--- config.mk ---
export PLATFORM = sky130hd
export DESIGN_NAME = mem_access_unit_flat
export DESIGN_NICKNAME = d
export VERILOG_FILES = /design/src/rtl/mem_access_unit_if.sv /design/src/rtl/mem_access_unit.sv /design/src/flat_wrapper.sv
export SDC_FILE = /design/constraint.sdc
export NUM_CORES = 1
export LEC_CHECK = 0
export CAP_MARGIN = 20
export CORE_MARGIN = 2
export CORE_UTILIZATION = 45
export DETAILED_ROUTE_END_ITERATION = 7
export PLACE_DENSITY = 0.82
export SLEW_MARGIN = 25
export SYNTH_ARGS = -nofsm -noshare
export SYNTH_HDL_FRONTEND = slang
export SYNTH_SLANG_ARGS = --single-unit
--- constraint.sdc ---
create_clock -name i_clk -period 4.4 [get_ports i_clk]
set_clock_uncertainty 0.15 [all_clocks]
set_input_delay 0.44 -clock i_clk [delete_from_list [all_inputs] [get_ports i_clk]]
set_output_delay 0.44 -clock i_clk [all_outputs]
set_load 0.01 [all_outputs]
--- src/rtl/mem_access_unit_if.sv ---
// mem_access_unit_if: request/acknowledge data bus between the load/store unit and memory.
interface mem_access_unit_if;
    logic        req;
    logic        we;
    logic [31:0] addr;
    logic [3:0]  be;
    logic [31:0] wdata;
    logic        ack;
    logic [31:0] rdata;
    modport master (output req, we, addr, be, wdata, input ack, rdata);
    modport slave  (input req, we, addr, be, wdata, output ack, rdata);
endinterface

--- src/rtl/mem_access_unit.sv ---
// mem_access_unit: RV32I memory-stage load/store unit; stalls the pipe across a req/ack bus
// transaction, aligns and extends loads, builds byte enables and lane-replicated store data.
module mem_access_unit #(
    parameter int MAX_WAIT = 255
) (
    input  logic               i_clk,
    input  logic               i_rst_n,
    input  logic               i_valid,
    input  logic               i_mem_read,
    input  logic               i_mem_write,
    input  logic [2:0]         i_funct3,
    input  logic [31:0]        i_addr,
    input  logic [31:0]        i_store_data,
    output logic               o_stall,
    output logic [31:0]        o_memory_readout,
    output logic               o_fault,
    mem_access_unit_if.master  bus
);
    localparam int CW = $clog2(MAX_WAIT + 1);
    typedef enum logic [1:0] {IDLE, REQ, DONE} state_t;
    state_t        state_q, state_d;
    logic [CW-1:0] cnt_q, cnt_d;
    logic [CW:0]   cnt_inc;
    logic [31:0]   addr_q, addr_d, wdata_q, wdata_d, readout_q, readout_d;
    logic [3:0]    be_q, be_d;
    logic          we_q, we_d, fault_q, fault_d;
    logic [1:0]    off_q, off_d;
    logic [2:0]    f3_q, f3_d;
    logic          access, bad_f3, misaligned, legal;
    logic [15:0]   lo;
    logic [31:0]   load_val;
    always_comb begin
        access     = i_valid & (i_mem_read | i_mem_write);
        bad_f3     = (i_funct3[1:0] == 2'b11) | (i_funct3[2] & (i_funct3[1] | i_mem_write))
                   | (i_mem_read & i_mem_write);
        misaligned = ((i_funct3[1:0] == 2'b01) & i_addr[0]) | ((i_funct3[1:0] == 2'b10) & (|i_addr[1:0]));
        legal      = access & ~bad_f3 & ~misaligned;
        lo         = 16'(bus.rdata >> {off_q, 3'b000});
        // funct3[2] selects zero-extension for BU/HU
        load_val   = (f3_q[1:0] == 2'b00) ? {{24{~f3_q[2] & lo[7]}}, lo[7:0]}
                   : (f3_q[1:0] == 2'b01) ? {{16{~f3_q[2] & lo[15]}}, lo}
                   : bus.rdata;
        cnt_inc    = {1'b0, cnt_q} + 1'b1;
    end
    always_comb begin
        state_d   = state_q;
        cnt_d     = cnt_q;
        addr_d    = addr_q;
        we_d      = we_q;
        be_d      = be_q;
        wdata_d   = wdata_q;
        off_d     = off_q;
        f3_d      = f3_q;
        readout_d = readout_q;
        fault_d   = 1'b0;
        if (state_q == IDLE) begin
            if (legal) begin
                state_d = REQ;
                cnt_d   = '0;
                addr_d  = {i_addr[31:2], 2'b00};
                we_d    = i_mem_write;
                be_d    = !i_mem_write ? 4'b0000
                        : (i_funct3[1:0] == 2'b00) ? 4'b0001 << i_addr[1:0]
                        : (i_funct3[1:0] == 2'b01) ? (i_addr[1] ? 4'b1100 : 4'b0011)
                        : 4'b1111;
                wdata_d = (i_funct3[1:0] == 2'b00) ? {4{i_store_data[7:0]}}
                        : (i_funct3[1:0] == 2'b01) ? {2{i_store_data[15:0]}}
                        : i_store_data;
                off_d   = i_addr[1:0];
                f3_d    = i_funct3;
            end else begin
                fault_d = access;
            end
        end else if (state_q == REQ) begin
            // an ack in the final wait cycle beats the timeout
            if (bus.ack) begin
                state_d   = DONE;
                readout_d = we_q ? readout_q : load_val;
            end else if (cnt_inc == (CW+1)'(MAX_WAIT)) begin
                state_d   = DONE;
                fault_d   = 1'b1;
                readout_d = '0;
            end else begin
                cnt_d = cnt_inc[CW-1:0];
            end
        end else begin
            state_d = IDLE;
        end
    end
    always_ff @(posedge i_clk) begin
        if (!i_rst_n) begin
            state_q   <= IDLE;
            cnt_q     <= '0;
            addr_q    <= '0;
            we_q      <= 1'b0;
            be_q      <= '0;
            wdata_q   <= '0;
            off_q     <= '0;
            f3_q      <= '0;
            readout_q <= '0;
            fault_q   <= 1'b0;
        end else begin
            state_q   <= state_d;
            cnt_q     <= cnt_d;
            addr_q    <= addr_d;
            we_q      <= we_d;
            be_q      <= be_d;
            wdata_q   <= wdata_d;
            off_q     <= off_d;
            f3_q      <= f3_d;
            readout_q <= readout_d;
            fault_q   <= fault_d;
        end
    end
    assign o_stall          = ((state_q == IDLE) & legal) | (state_q == REQ);
    assign o_memory_readout = readout_q;
    assign o_fault          = fault_q;
    assign bus.req          = (state_q == REQ);
    assign bus.we           = we_q;
    assign bus.addr         = addr_q;
    assign bus.be           = be_q;
    assign bus.wdata        = wdata_q;
endmodule

--- src/flat_wrapper.sv ---
// flat-port wrapper written by rule: the top's interface ports become plain ports
module mem_access_unit_flat 
#(
    parameter int MAX_WAIT = 255
)
  (i_clk, i_rst_n, i_valid, i_mem_read, i_mem_write, i_funct3, i_addr, i_store_data, o_stall, o_memory_readout, o_fault, bus_req, bus_we, bus_addr, bus_be, bus_wdata, bus_ack, bus_rdata);
  mem_access_unit_if bus_i ();
  input  logic i_clk;
  input  logic i_rst_n;
  input  logic i_valid;
  input  logic i_mem_read;
  input  logic i_mem_write;
  input  logic [2:0] i_funct3;
  input  logic [31:0] i_addr;
  input  logic [31:0] i_store_data;
  output logic o_stall;
  output logic [31:0] o_memory_readout;
  output logic o_fault;
  output wire logic [$bits(bus_i.req)-1:0] bus_req;
  output wire logic [$bits(bus_i.we)-1:0] bus_we;
  output wire logic [$bits(bus_i.addr)-1:0] bus_addr;
  output wire logic [$bits(bus_i.be)-1:0] bus_be;
  output wire logic [$bits(bus_i.wdata)-1:0] bus_wdata;
  input wire logic [$bits(bus_i.ack)-1:0] bus_ack;
  input wire logic [$bits(bus_i.rdata)-1:0] bus_rdata;
  assign bus_req = bus_i.req;
  assign bus_we = bus_i.we;
  assign bus_addr = bus_i.addr;
  assign bus_be = bus_i.be;
  assign bus_wdata = bus_i.wdata;
  assign bus_i.ack = bus_ack;
  assign bus_i.rdata = bus_rdata;
  mem_access_unit #(.MAX_WAIT(MAX_WAIT)) u_core (.i_clk(i_clk), .i_rst_n(i_rst_n), .i_valid(i_valid), .i_mem_read(i_mem_read), .i_mem_write(i_mem_write), .i_funct3(i_funct3), .i_addr(i_addr), .i_store_data(i_store_data), .o_stall(o_stall), .o_memory_readout(o_memory_readout), .o_fault(o_fault), .bus(bus_i));
endmodule
==> qor.yml, run 1 <==
run_status: "completed"
synth_compound_area_share_pct: 21.3
grt_pass1_vias: 5515
critPathLaunchType: "input pin"
fmax_mhz: 313
synth-main-ff-cell: "dfxtp_1"
hold_buffers: 0
slew_violations: 0
core_um2: 11500
ys_types: 48
drive_above_1_share_pct: 5.38
setup_tns_ns: 0
dpl_cell_area_um2: 7360
peakVddDrop_uv: 235
clockBufferDepth: 2
drc: 0
grt_start_max_net_pins: 77
end_kind: "output port"
drt_iter0_drc: 394
n_antenna_cell: 0
wl_um: 16900
grt_overflow_total: 0
postCtsSetupBuffers: 0
fin_crit_ns: 3.19
relSlewSlack_pct: 33.4
ios: 209
htreeDepth: 4
clk_pin_slew_worst_paths_ns: 0.05
synth_edf_count: 0
syn_to_final_growth_pct: 48.5
n_fill_cell: 872
dieArea_um2: 12700
synth_top_family_by_area: "compound AO/OA/AOI/OAI gates"
cts_buffers: 17
finalHoldViolations: 0
synth_top_area_share_pct: 43.2
finalInstanceArea_um2: 7910
crit_arrival_ns: 2.60
setup_viol: 0
vias: 5486
synth-async-reset-ratio_pct: 0
yosys.area_share.simple_pct: 20.9
synth-seq-area-share_pct: 43.2
tightestPinTransition_ns: 0.997
root_buffer: "clkbuf_16"
holdWs_ns: 0.304
drt_pass1_iterations: 7
gr-usage-all-layers_pct: 26.6
grt_pass1_wl_um: 27000
leakagePower_nw: 2.76
avgViaCountPerCell: 5.60
netlist_area_um2: 5330
fin_nets: 932
clock_latency_ns: 0.42
cts_tree: "done"
finalCritPeriodShare_pct: 72.5
synthTopCellsByArea: "dfxtp_1 (43%), nand2_1 (9.6%), a21oi_1 (8.1%), mux2i_1 (6.6%), a221o_1 (3.0%)"
start_util_pct: 46.5
powerDensity_nw_per_um2: 342
synth_fa_ha_area_share_pct: 0.470
dieHeight_um: 113
cts_resized: 0
critPathKind: "in -> out"
yosysMostFrequentCell: "nand2_1"
globalplace.congestion: 0.872
crit_fanout: 21
max_cap_violations: 0
hold_class: "reg -> reg"
synth_xor_area_share_pct: 0.329
wl_per_cell_um: 17.3
ys_ff_latch: 115
ant_nets: 0
synthMuxAreaShare_pct: 7.63
rows: 39
yosys_warnings: 0
io_buffers: 206
rsz0062_at_grt: "no"
synth_area_per_cell_um2: 8.18
synthCells: 651
die_w_um: 113
cp.required_ns: 3.81
antenna_found_initial: 0
synth_common_cells: "nand2_1 (136), dfxtp_1 (115), a21oi_1 (86), nor2_1 (42), mux2i_1 (35)"
hpwl_um: 11800
yosys.area.top_type: "dfxtp_1"
clkSinkCount: 115
-- sequential cells by signal, summed over array words and instances (netlist names) --
| register | cells |
|---|---|
| u_core.bus.addr | 30 |
| u_core.bus.be | 4 |
| u_core.bus.wdata | 32 |
| u_core.bus.we | 1 |
| u_core.cnt_q | 8 |
| u_core.f3_q | 3 |
| u_core.o_fault | 1 |
| u_core.o_memory_readout | 32 |
| u_core.off_q | 2 |
| u_core.state_q | 2 |
-- report_power, final --
group / switching (W) / leakage (nW) / internal [W] / total [W]
Combinational: 0.000156 / 1.56 / 0.000177 / 0.000333
Sequential: 0.0000203 / 0.930 / 0.00107 / 0.00109
Clock: 0.000464 / 0.273 / 0.000819 / 0.00128
-- layout make-up --
| type | instances | area [µm²] | area share [%] |
|---|---|---|---|
| multi-input combinational | 467 | 2710 | 34.3 |
| sequential | 115 | 2300 | 29.1 |
| timing repair buffer | 212 | 2120 | 26.8 |
| clock buffer | 28 | 537 | 6.78 |
| tap | 143 | 179 | 2.26 |
| inverter | 12 | 45.0 | 0.569 |
| clock inverter | 3 | 17.5 | 0.221 |
-- cell families (layout without fill, tap and decap cells) --
kind of cell               after synthesis  after routing
muxes                                   38             38
AOI/OAI and AO/OA                      180            180
other                                    1              2
buffers and inverters                   70            255
DFF                                    115            115
and+or+nand+nor                        243            243
adders and majority gates                2              2
xor gates and xnor gates                 2              2
-- path summary, 6_finish.rpt --
path                       startpoint                     endpoint  slack (ns)  cells past startpoint
setup / recovery          i_funct3[0]                      o_stall        1.21                      7
hold / removal    u_core.bus.addr[22]          u_core.bus.addr[22]        0.30                      2
setup reg to reg      u_core.off_q[1]  u_core.o_memory_readout[28]        1.84                      3
hold reg to reg   u_core.bus.addr[22]          u_core.bus.addr[22]        0.30                      2
-- worst max-delay path: stages --
cell and delay, ns:
clkdlybuf4s50_1 0.42, buf_4 0.22, nor2_1 0.20, a21oi_1 0.19
or3_2 0.50, nand2_1 0.08, clkdlybuf4s50_1 0.55
-- metal layers --
layer  up-vias  wire [µm]  global-route usage, %
met5         -          0                      0
met4         0        523                   12.0
met3        39       1730                   11.5
met2       247       7980                   44.0
met1      2554       6700                   29.7
li1       2646          -                      -
-- placed cells by master, fill, tap and decap left out, types with 3 or more instances in the layout --
cell type	instances
clkbuf_1	4
clkdlybuf4s50_1	206
a221o_1	16
nand2_1	136
o221ai_1	7
nand3_1	12
a22o_1	8
mux2i_1	35
o22ai_1	8
clkbuf_16	17
nor2_1	42
buf_4	5
a211oi_1	8
nand2b_1	7
a31oi_1	3
o21ai_0	25
a21oi_1	86
nor3_1	4
nand4_1	5
nor2b_1	8
clkbuf_8	7
nand3b_1	14
a311oi_1	8
inv_1	11
dfxtp_1	115
-- metrics by stage --
stage | power (W) | instances | worst slack (ns) | util (%)
finish | 0.00271 | 980 | 1.21 | 69.0
global route | 0.00278 | 980 | 1.14 | 69.0
CTS | 0.00272 | 980 | 1.19 | 69.0
detailed placement | 0.00144 | 949 | 1.21 | 64.2
global placement | 0.00143 | 949 | 1.27 | 64.2
floorplan | 0.00125 | 652 | 2.35 | -
(Power assumes the default switching activity.)
==> inputs of run 2 (changes only) <==
CORE_UTILIZATION = 44   (was 45)
PLACE_DENSITY = 0.81   (was 0.82)
clock period = 3.2 ns   (was 4.4 ns; I/O delays follow)
==> qor.yml, run 2 (same netlist as run 1, synthesis figures left out) <==
run_status: "completed"
die_w_um: 114
clockBufferDepth: 2
rows: 40
dp.cells: 961
grt_overflow_total: 0
clkSinkCount: 115
clk_pin_slew_worst_paths_ns: 0.06
ant_nets: 0
tightestPinTransition_ns: 0.812
wl_per_cell_um: 17.7
postCtsSetupBuffers: 0
power_w: 0.00372
finalNonFillerCells: 993
hold_buffers: 0
relSlewSlack_pct: 45.6
gr-usage-all-layers_pct: 27.1
io_buffers: 206
fin_crit_ns: 2.74
cts_resized: 0
rsz0062_at_grt: "no"
min_path_cells: 3
n_fill_cell: 955
hpwl_um: 12300
dieArea_um2: 13000
grt_pass1_wl_um: 27800
setup_viol: 0
root_buffer: "clkbuf_16"
peakVddDrop_uv: 331
drive_above_1_share_pct: 6.86
finalCritPeriodShare_pct: 85.7
final_cell_mix: "clkdlybuf4s50_1 (206), nand2_1 (136), dfxtp_1 (115)"
hold_class: "in -> reg"
grt_pass1_vias: 5491
fin_nets: 940
leakagePower_nw: 2.80
core_um2: 11900
cp.required_ns: 2.73
htreeDepth: 4
clock_latency_ns: 0.42
final_util_pct: 66.9
end_kind: "output port"
start_util_pct: 44.7
setup_tns_ns: 0
slew_violations: 0
grt_start_max_net_pins: 76
cts_tree: "done"
n_antenna_cell: 0
syn_to_final_growth_pct: 49.6
globalplace.congestion: 0.903
fmax_mhz: 365
antenna_found_initial: 0
finalHoldViolations: 0
final_common_cell: "clkdlybuf4s50_1"
max_cap_violations: 0
crit_arrival_ns: 2.27
critPathKind: "reg -> out"
wl_um: 17500
r2r_slack_ns: 0.69
drc: 0
drt_pass1_iterations: 5
drt_iter0_drc: 533
powerDensity_nw_per_um2: 467
avgViaCountPerCell: 5.62
rr_worst_depth: 4
dieHeight_um: 114
crit_fanout: 3
vias: 5583
cts_buffers: 17
critPathLaunchType: "register"
ios: 209
## run 2: area by class of cell
cell class / count / area (µm²) / area share, %
flip-flops and latches: 115 / 2300 / 28.9
repair buffers: 220 / 2180 / 27.3
well taps: 147 / 184 / 2.31
clock buffers: 17 / 425 / 5.34
multi-input cells: 467 / 2710 / 34.0
clock inverters: 15 / 124 / 1.55
inverters: 12 / 45.0 / 0.565
## run 2: metal layers
layer,share of wire [%],wire length [µm],global-route usage (%)
met1,39,6930,31.4
met2,47,8270,44.5
met3,11,1970,12.2
met4,2.1,368,9.76
met5,0,0,0
## run 2: critical path: stages (launching register included)
cell and delay, ns:
dfxtp_1 0.31, nor2_1 0.20, nand2_1 0.16, or3_2 0.52, nand2_1 0.08, clkdlybuf4s50_1 0.57
## run 2: power breakdown
| group | leakage, nW | switching [W] | internal [W] | total (W) |
|---|---|---|---|---|
| logic | 1.60 | 0.000226 | 0.000248 | 0.000474 |
| clock network | 0.274 | 0.000750 | 0.00101 | 0.00176 |
| registers | 0.930 | 0.0000216 | 0.00147 | 0.00149 |
## run 2: final timing paths
| kind | from | end |
|---|---|---|
| setup / recovery | u_core.state_q[1] | o_stall |
| hold / removal | i_addr[7] | u_core.bus.addr[7] |
| setup reg to reg | u_core.f3_q[0] | u_core.o_memory_readout[21] |
| hold reg to reg | u_core.bus.be[3] | u_core.bus.be[3] |
## run 2: metrics by stage
stage | hold WS [ns] | cell area (µm²) | setup slack (ns)
after global placement | 0.288 | 7420 | 0.498
after floorplan | 0.306 | 5330 | 1.15
final | 0.294 | 7970 | 0.458
after CTS | 0.279 | 7970 | 0.430
after global routing | 0.273 | 7970 | 0.365
after detailed placement | 0.297 | 7420 | 0.479
==> inputs of run 3 (changes only) <==
ABC_CLOCK_PERIOD_IN_PS = 3200   (was unset)
CTS_CLUSTER_SIZE = 10   (was unset)
RECOVER_POWER = 100   (was unset)
==> qor.yml, run 3 (same netlist as run 1, synthesis figures left out) <==
run_status: "completed"
rows: 40
globalplace.congestion: 0.903
cts_tree: "done"
drc: 0
dieArea_um2: 13000
wl_per_cell_um: 17.6
peakVddDrop_uv: 331
hold_buffers: 0
clkSinkCount: 115
cts_resized: 0
syn_to_final_growth_pct: 49.0
fmax_mhz: 354
vias: 5550
final_common_cell: "nand2_1"
wl_um: 17400
die_w_um: 114
final_cell_mix: "nand2_1 (136), dfxtp_1 (115), clkdlybuf4s50_1 (103), dlygate4sd3_1 (103), a21oi_1 (86)"
cts_buffers: 17
p_int_w: 0.00271
max_stage_delay_ns: 0.69
start_util_pct: 44.7
grt_pass1_vias: 5491
crit_fanout: 7
n_antenna_cell: 0
drt_iter0_drc: 520
antenna_found_initial: 0
crit_chain: "dlygate4sd3_1, mux2i_1, or3_2, nand2_1, dlygate4sd3_1"
hold_class: "reg -> reg"
postCtsSetupBuffers: 0
hpwl_um: 12300
drive_above_1_share_pct: 6.50
finalCritPeriodShare_pct: 88.3
ant_nets: 0
clock_latency_ns: 0.42
grt_pass1_wl_um: 27800
grt_start_max_net_pins: 76
htreeDepth: 4
crit_arrival_ns: 2.36
root_buffer: "clkbuf_16"
io_buffers: 206
p_clk_share_pct: 47.4
final_util_pct: 66.7
swShare_pct: 26.8
setup_tns_ns: 0
n_fill_cell: 960
max_cap_violations: 0
p_sw_w: 0.000990
dieHeight_um: 114
critPathLaunchType: "input pin"
clk_pin_slew_worst_paths_ns: 0.06
tightestPinTransition_ns: 1.36
rsz0062_at_grt: "no"
cp_common_cell: "dlygate4sd3_1"
grt_overflow_total: 0
core_um2: 11900
avgViaCountPerCell: 5.59
clockBufferDepth: 2
cp.required_ns: 2.73
cp_slowest_cell: "dlygate4sd3_1"
fin_nets: 940
end_kind: "output port"
setup_viol: 0
p_seq_share_pct: 40.2
pwr-share-comb_pct: 12.4
powerDensity_nw_per_um2: 466
critPathKind: "in -> out"
leakagePower_nw: 3.13
gr-usage-all-layers_pct: 27.1
finalHoldViolations: 0
relSlewSlack_pct: 9.52
slew_violations: 0
ios: 209
fin_crit_ns: 2.83
drt_pass1_iterations: 5
run 3: per-layer routing:
layer	vias up	GRT usage, %	wire (µm)
met3	37	12.2	1950
met5	-	0	0
li1	2667	-	-
met1	2563	31.4	6850
met4	0	9.76	401
met2	283	44.5	8230
run 3: path summary, 6_finish.rpt:
check	start	end	slack, ns	cells past startpoint
max	i_mem_write	o_stall	0.37	5
min reg2reg	u_core.bus.be[3]	u_core.bus.be[3]	0.30	2
max reg2reg	u_core.cnt_q[0]	u_core.o_memory_readout[21]	0.44	6
min	u_core.bus.be[3]	u_core.bus.be[3]	0.30	2
run 3: final cells by class:
cell class | instances | area (µm²) | area share [%]
clock inverters | 15 | 124 | 1.56
inverters | 12 | 45.0 | 0.567
repair buffers | 220 | 2160 | 27.2
multi-input cells | 467 | 2700 | 34.0
flip-flops and latches | 115 | 2300 | 29.0
well taps | 147 | 184 | 2.32
clock buffers | 17 | 425 | 5.36
run 3: metrics by stage:
step / hold slack (ns) / setup WS, ns / cell area [µm²] / total power, W / instances
3_3_place_gp: 0.288 / 0.498 / 7420 / 0.00197 / 961
2_1_floorplan: 0.306 / 1.15 / 5330 / 0.00172 / 652
3_5_place_dp: 0.297 / 0.479 / 7420 / 0.00199 / 961
6_report: 0.295 / 0.373 / 7940 / 0.00370 / 993
4_1_cts: 0.279 / 0.430 / 7970 / 0.00374 / 993
5_1_grt: 0.273 / 0.199 / 7940 / 0.00384 / 993
run 3: critical path: cells and delay by family:
kind	cells	cell delay (ns)
buffers and inverters	2	1.33
and+or+nand+nor	2	0.52
muxes	1	0.18
run 3: power by group through the flow:
| stage | combinational, W | clock (W) | sequential [W] |
|---|---|---|---|
| floorplan | 0.000187 | 0 | 0.00153 |
| global placement | 0.000455 | 0 | 0.00152 |
| detailed placement | 0.000467 | 0 | 0.00152 |
| CTS | 0.000471 | 0.00178 | 0.00149 |
| global route | 0.000496 | 0.00186 | 0.00149 |
| finish | 0.000459 | 0.00175 | 0.00149 |
==> patch 1, RTL diff (settings of run 3) <==
`MAX_WAIT` is set to 255 in 2 places; all go to 510.
--- a/src/rtl/mem_access_unit.sv
+++ b/src/rtl/mem_access_unit.sv
@@ -2,5 +2,5 @@
 // transaction, aligns and extends loads, builds byte enables and lane-replicated store data.
 module mem_access_unit #(
-    parameter int MAX_WAIT = 255
+    parameter int MAX_WAIT = 510
 ) (
     input  logic               i_clk,
--- a/src/flat_wrapper.sv
+++ b/src/flat_wrapper.sv
@@ -2,5 +2,5 @@
 module mem_access_unit_flat 
 #(
-    parameter int MAX_WAIT = 255
+    parameter int MAX_WAIT = 510
 )
   (i_clk, i_rst_n, i_valid, i_mem_read, i_mem_write, i_funct3, i_addr, i_store_data, o_stall, o_memory_readout, o_fault, bus_req, bus_we, bus_addr, bus_be, bus_wdata, bus_ack, bus_rdata);
Formal check against the unedited RTL: no difference found for any inputs over 4 cycles, from zero or initial values and one cycle with i_rst_n low; that may be too few to reach the edited logic, so the function may still have changed.
==> patch 1 against run 3 <==
Setup slack improved by 0.055 ns. Sequential cell count increased by 1. Power increased by 4.5%. Routed wire length decreased by 1.3%. Synthesized area increased by 3.7%. Design area increased by 4.5%. Global-route usage decreased by 0.79 points. Die area increased by 3.6%. Count of clock-buffer cells in the layout increased by 5. Non-clock buffer count increased by 3. Critical endpoint unchanged. Largest power group unchanged.
==> patch 1: results <==
set metrics [dict create \
    outcome "finished, final reports clean" \
    hold-worst-slack_ns 0.298 \
    gp_congestion 0.890 \
    insertion_delay_ns 0.42 \
    finalHoldViolations 0 \
    vias_per_cell 5.31 \
    synth_area_leaders "dfxtp_1, nand2_1, mux2i_1" \
    n_antenna_cell 0 \
    grt_max_degree 67 \
    ys.flop_type "dfxtp_1" \
    synth_xor_area_frac 0.00158 \
    crit_fanout 8 \
    place_area_um2 7720 \
    grt.total_usage 0.264 \
    yosys.cell_types.count 56 \
    final_layout_size_suffix_gt1_frac 0.0664 \
    hp-class "reg -> reg" \
    hold_end "u_core.bus.wdata[26]$_SDFFE_PN0P_" \
    rr_worst_depth 8 \
    cts.clk_slew.worst_paths_ns 0.05 \
    ir_drop_v 0.000427 \
    cpMaxStageDelayCell "dlygate4sd3_1" \
    hold_depth 2 \
    first_pass_iters 5 \
    numCtsBuffers 17 \
    synthTopCellsByCount "nand2_1, dfxtp_1, a21oi_1" \
    synth_compound_area_frac 0.200 \
    wire_per_inst_um 16.1 \
    power.leakage_nw 3.41 \
    synth-seq-area-share 0.420 \
    slowest_delay_ns 0.67 \
    root_buffer "clkbuf_16" \
    grt_pass1_vias 5446 \
    r2r_start "u_core.cnt_q[0]$_SDFFE_PN0P_" \
    grt_antenna_before_repair 0 \
    regToRegSetupSlack_ns 0.46 \
    grt_pass1_wl_um 27500 \
    dp_hpwl_um 12200 \
    async_flop_share 0 \
    synthAdderAreaFrac 0.00453 \
    cts_max_path_buffers 2 \
    holdCritStartpoint "u_core.bus.wdata[26]$_SDFFE_PN0P_" \
    arrival_ns 2.30 \
    cts_max_level 4 \
    drt_iter0_drc 313 \
    r2r_end "u_core.o_memory_readout[9]$_SDFFE_PN0P_" \
    tightest_slew_ns 0.801 \
    nets 998 \
    postCtsSetupBuffers 0 \
    muxShareOfSynthArea 0.0892 \
    cts-resized-gates 0 \
]
## patch 1: cell count changes in the layout (fill, tap and decap cells not counted), sizes merged, moves of 7 or more
cell / before / now
nand3: 13 / 21
nand2: 136 / 173
inv: 19 / 11
a21oi: 86 / 79
nand3b: 14 / 1
nand2b: 7 / 17
mux2i: 35 / 47
a221o: 16 / 0
a22o: 8 / 1
o221a: 0 / 7
## patch 1: layout make-up
class / count / area, um2
Sequential cell: 116 / 2320
Inverter: 11 / 41.3
Timing Repair Buffer: 223 / 2190
Multi-Input combinational cell: 522 / 2940
Tap cell: 168 / 210
Clock buffer: 22 / 464
Fill cell: 1039 / 3810
Clock inverter: 10 / 130
## patch 1: where the power goes
group	switching [mW]	leakage (nW)	internal, mW
logic	0.224	2.18	0.236
clock network	0.654	0.290	1.26
registers	0.0173	0.938	1.48
total	0.895	3.41	2.97
## patch 1: how the worst max path moves through the flow
stage	start	end	slack, ns	cells after the start
finish	i_mem_write	o_stall	0.43	5
global route	i_mem_write	u_core.bus.wdata[17]$_SDFFE_PN0P_	0.24	7
CTS	u_core.cnt_q[0]$_SDFFE_PN0P_	u_core.o_memory_readout[19]$_SDFFE_PN0P_	0.53	8
detailed placement	i_mem_write	u_core.cnt_q[2]$_SDFFE_PN0P_	0.41	8
global placement	i_mem_write	u_core.cnt_q[2]$_SDFFE_PN0P_	0.45	8
floorplan	u_core.cnt_q[0]$_SDFFE_PN0P_	u_core.o_memory_readout[15]$_SDFFE_PN0P_	0.84	9
## patch 1: logic make-up (layout without fill, tap and decap cells)
logic type | count (synthesis) | after routing
AOI/OAI and AO/OA | 174 | 174
xor gates and xnor gates | 1 | 1
adders and majority gates | 2 | 2
buffers and inverters | 68 | 266
DFF | 116 | 116
muxes | 48 | 48
other | 1 | 2
and+or+nand+nor | 295 | 295
## patch 1: worst max-delay path: cells and delay by family
| family | cells | cell delay (ns) |
|---|---|---|
| buf+inv | 2 | 1.28 |
| simple gates | 2 | 0.52 |
| compound gates | 1 | 0.17 |
## patch 1: per-stage QoR
| step | cells | setup WS [ns] | util |
|---|---|---|---|
| after detailed placement | 1040 | 0.408 | 0.637 |
| after global placement | 1040 | 0.448 | 0.637 |
| after floorplan | 706 | 0.838 | - |
| after CTS | 1072 | 0.533 | 0.686 |
| after global routing | 1072 | 0.243 | 0.685 |
| final | 1072 | 0.428 | 0.685 |
## patch 1: layer usage
| metal | vias up | global-route usage | routed length (um) |
|---|---|---|---|
| met5 | - | 0 | 0 |
| met2 | 213 | 0.430 | 8410 |
| li1 | 2834 | - | - |
| met3 | 32 | 0.108 | 1550 |
| met4 | 0 | 0.110 | 413 |
| met1 | 2614 | 0.307 | 6840 |
==> patch 2, RTL diff (config.mk and constraints of run 3) <==
Made on the original files. Re-encode `state_t` (3 states) as one-hot, 3 bits wide.
--- a/src/rtl/mem_access_unit.sv
+++ b/src/rtl/mem_access_unit.sv
@@ -18,5 +18,5 @@
 );
     localparam int CW = $clog2(MAX_WAIT + 1);
-    typedef enum logic [1:0] {IDLE, REQ, DONE} state_t;
+    typedef enum logic [2:0] {IDLE = 3'b001, REQ = 3'b010, DONE = 3'b100} state_t;
     state_t        state_q, state_d;
     logic [CW-1:0] cnt_q, cnt_d;
Behaviour: no difference found for any inputs over 4 cycles, from zero or initial values and one cycle with i_rst_n low; so few cycles prove little.
==> patch 2 against run 3 <==
Setup slack lost 0.19 ns. Routed wire length shrank 6.2%. Highest routed layer unchanged. Count of clock-buffer cells in the layout rose by 3. Synthesized area rose by 6.4%. Sequential cell count increased by 1. Critical path type unchanged. Non-clock buffer count shrank 4. Power increased by 1.3%. Global-route usage down 3.7 points. Synthesized cell count rose by 5.2%. Design area is 4.4% higher. Via count fell by 1.1%.
==> patch 2: results <==
set metrics [dict create \
    outcome "finished, final reports clean" \
    nets 969 \
    ir_drop_v 0.000286 \
    relSlewSlack 0.307 \
    synthTopCellsByCount "nand2_1, dfxtp_1, a21boi_0, nand3_1, o21ai_0" \
    grt.total_usage 0.234 \
    synth_compound_area_frac 0.251 \
    grt_pass1_vias 5185 \
    final_layout_size_suffix_gt1_frac 0.0619 \
    vias_per_cell 5.25 \
    synth-seq-area-share 0.410 \
    synth_area_leaders "dfxtp_1, nand2_1, mux2i_1" \
    yosys.cell_types.count 58 \
    synth_xor_area_frac 0.00309 \
    arrival_ns 2.55 \
    drt_iter0_drc 384 \
    muxShareOfSynthArea 0.0698 \
    synth_cells 685 \
    netSwitchingFraction 0.228 \
    place_area_um2 7770 \
    grt_max_degree 90 \
    gp_congestion 0.896 \
    place_ws_ns 0.176 \
    dp_hpwl_um 11500 \
    synthAdderAreaFrac 0.00442 \
    drt-total-wl_um 16400 \
    place_inst 1015 \
    power.leakage_nw 3.41 \
]
==> patch 2: changes by cell type in the layout (fill, tap and decap cells not counted), sizes merged, moves of 12 or more <==
cell,delta
inv,-12
nand3,+26
o21ai,+38
a21oi,-80
nand3b,-12
a221o,-16
a21boi,+64
nand2,+37
nor2,-31
o211a,+20
==> patch 2: layout make-up <==
cell class              count  area share
multi-input cells         503       0.363
flip-flops and latches    116       0.280
repair buffers            216       0.258
clock buffers              20      0.0563
well taps                 172      0.0260
clock inverters            10      0.0130
inverters                   8     0.00377
==> patch 2: worst paths after layout <==
check | from | end | slack [ns] | cells after the start
hold reg to reg | u_core.o_memory_readout[8]$_SDFFE_PN0P_ | u_core.o_memory_readout[8]$_SDFFE_PN0P_ | 0.30 | 2
setup reg to reg | u_core.state_q[1]$_SDFFE_PN0P_ | u_core.o_memory_readout[26]$_SDFFE_PN0P_ | 0.27 | 7
setup / recovery | i_funct3[0] | o_stall | 0.18 | 6
hold / removal | i_rst_n | u_core.o_memory_readout[7]$_SDFFE_PN0P_ | 0.25 | 3
==> patch 2: logic make-up (layout without fill, tap and decap cells) <==
group                    after synthesis  after routing
AND/OR/NAND/NOR                      263            263
AO/OA/AOI/OAI                        196            196
flip-flops                           116            116
buffers and inverters                 67            254
multiplexers                          38             38
adder cells (fa/ha/maj)                2              2
XOR/XNOR                               2              2
other                                  1              2
==> patch 2: metal layers <==
metal	part of all wire	vias up	global-route usage
li1	-	2748	-
met1	0.43	2536	0.291
met2	0.47	171	0.374
met3	0.065	35	0.0654
met4	0.032	0	0.116
met5	0	-	0
==> patch 2: worst max-delay path, stage by stage <==
cell and delay, ns:
clkdlybuf4s50_1 0.50, nor2_1 0.22, a21oi_1 0.15, or3_2 0.64, nand2_1 0.15, clkdlybuf4s50_1 0.56
==> patch 2: through the flow <==
step | hold WS [ns] | utilization
global placement | 0.286 | 0.616
finish | 0.246 | 0.657
floorplan | 0.269 | -
detailed placement | 0.295 | 0.616
CTS | 0.227 | 0.662
global route | 0.264 | 0.657
==> patch 2: power by group through the flow <==
stage,clock network (mW),registers [mW],logic (mW)
4_1_cts,1.86,1.50,0.438
6_report,1.83,1.50,0.423
2_1_floorplan,0,1.54,0.182
3_3_place_gp,0,1.53,0.432
5_1_grt,1.92,1.50,0.460
3_5_place_dp,0,1.53,0.435
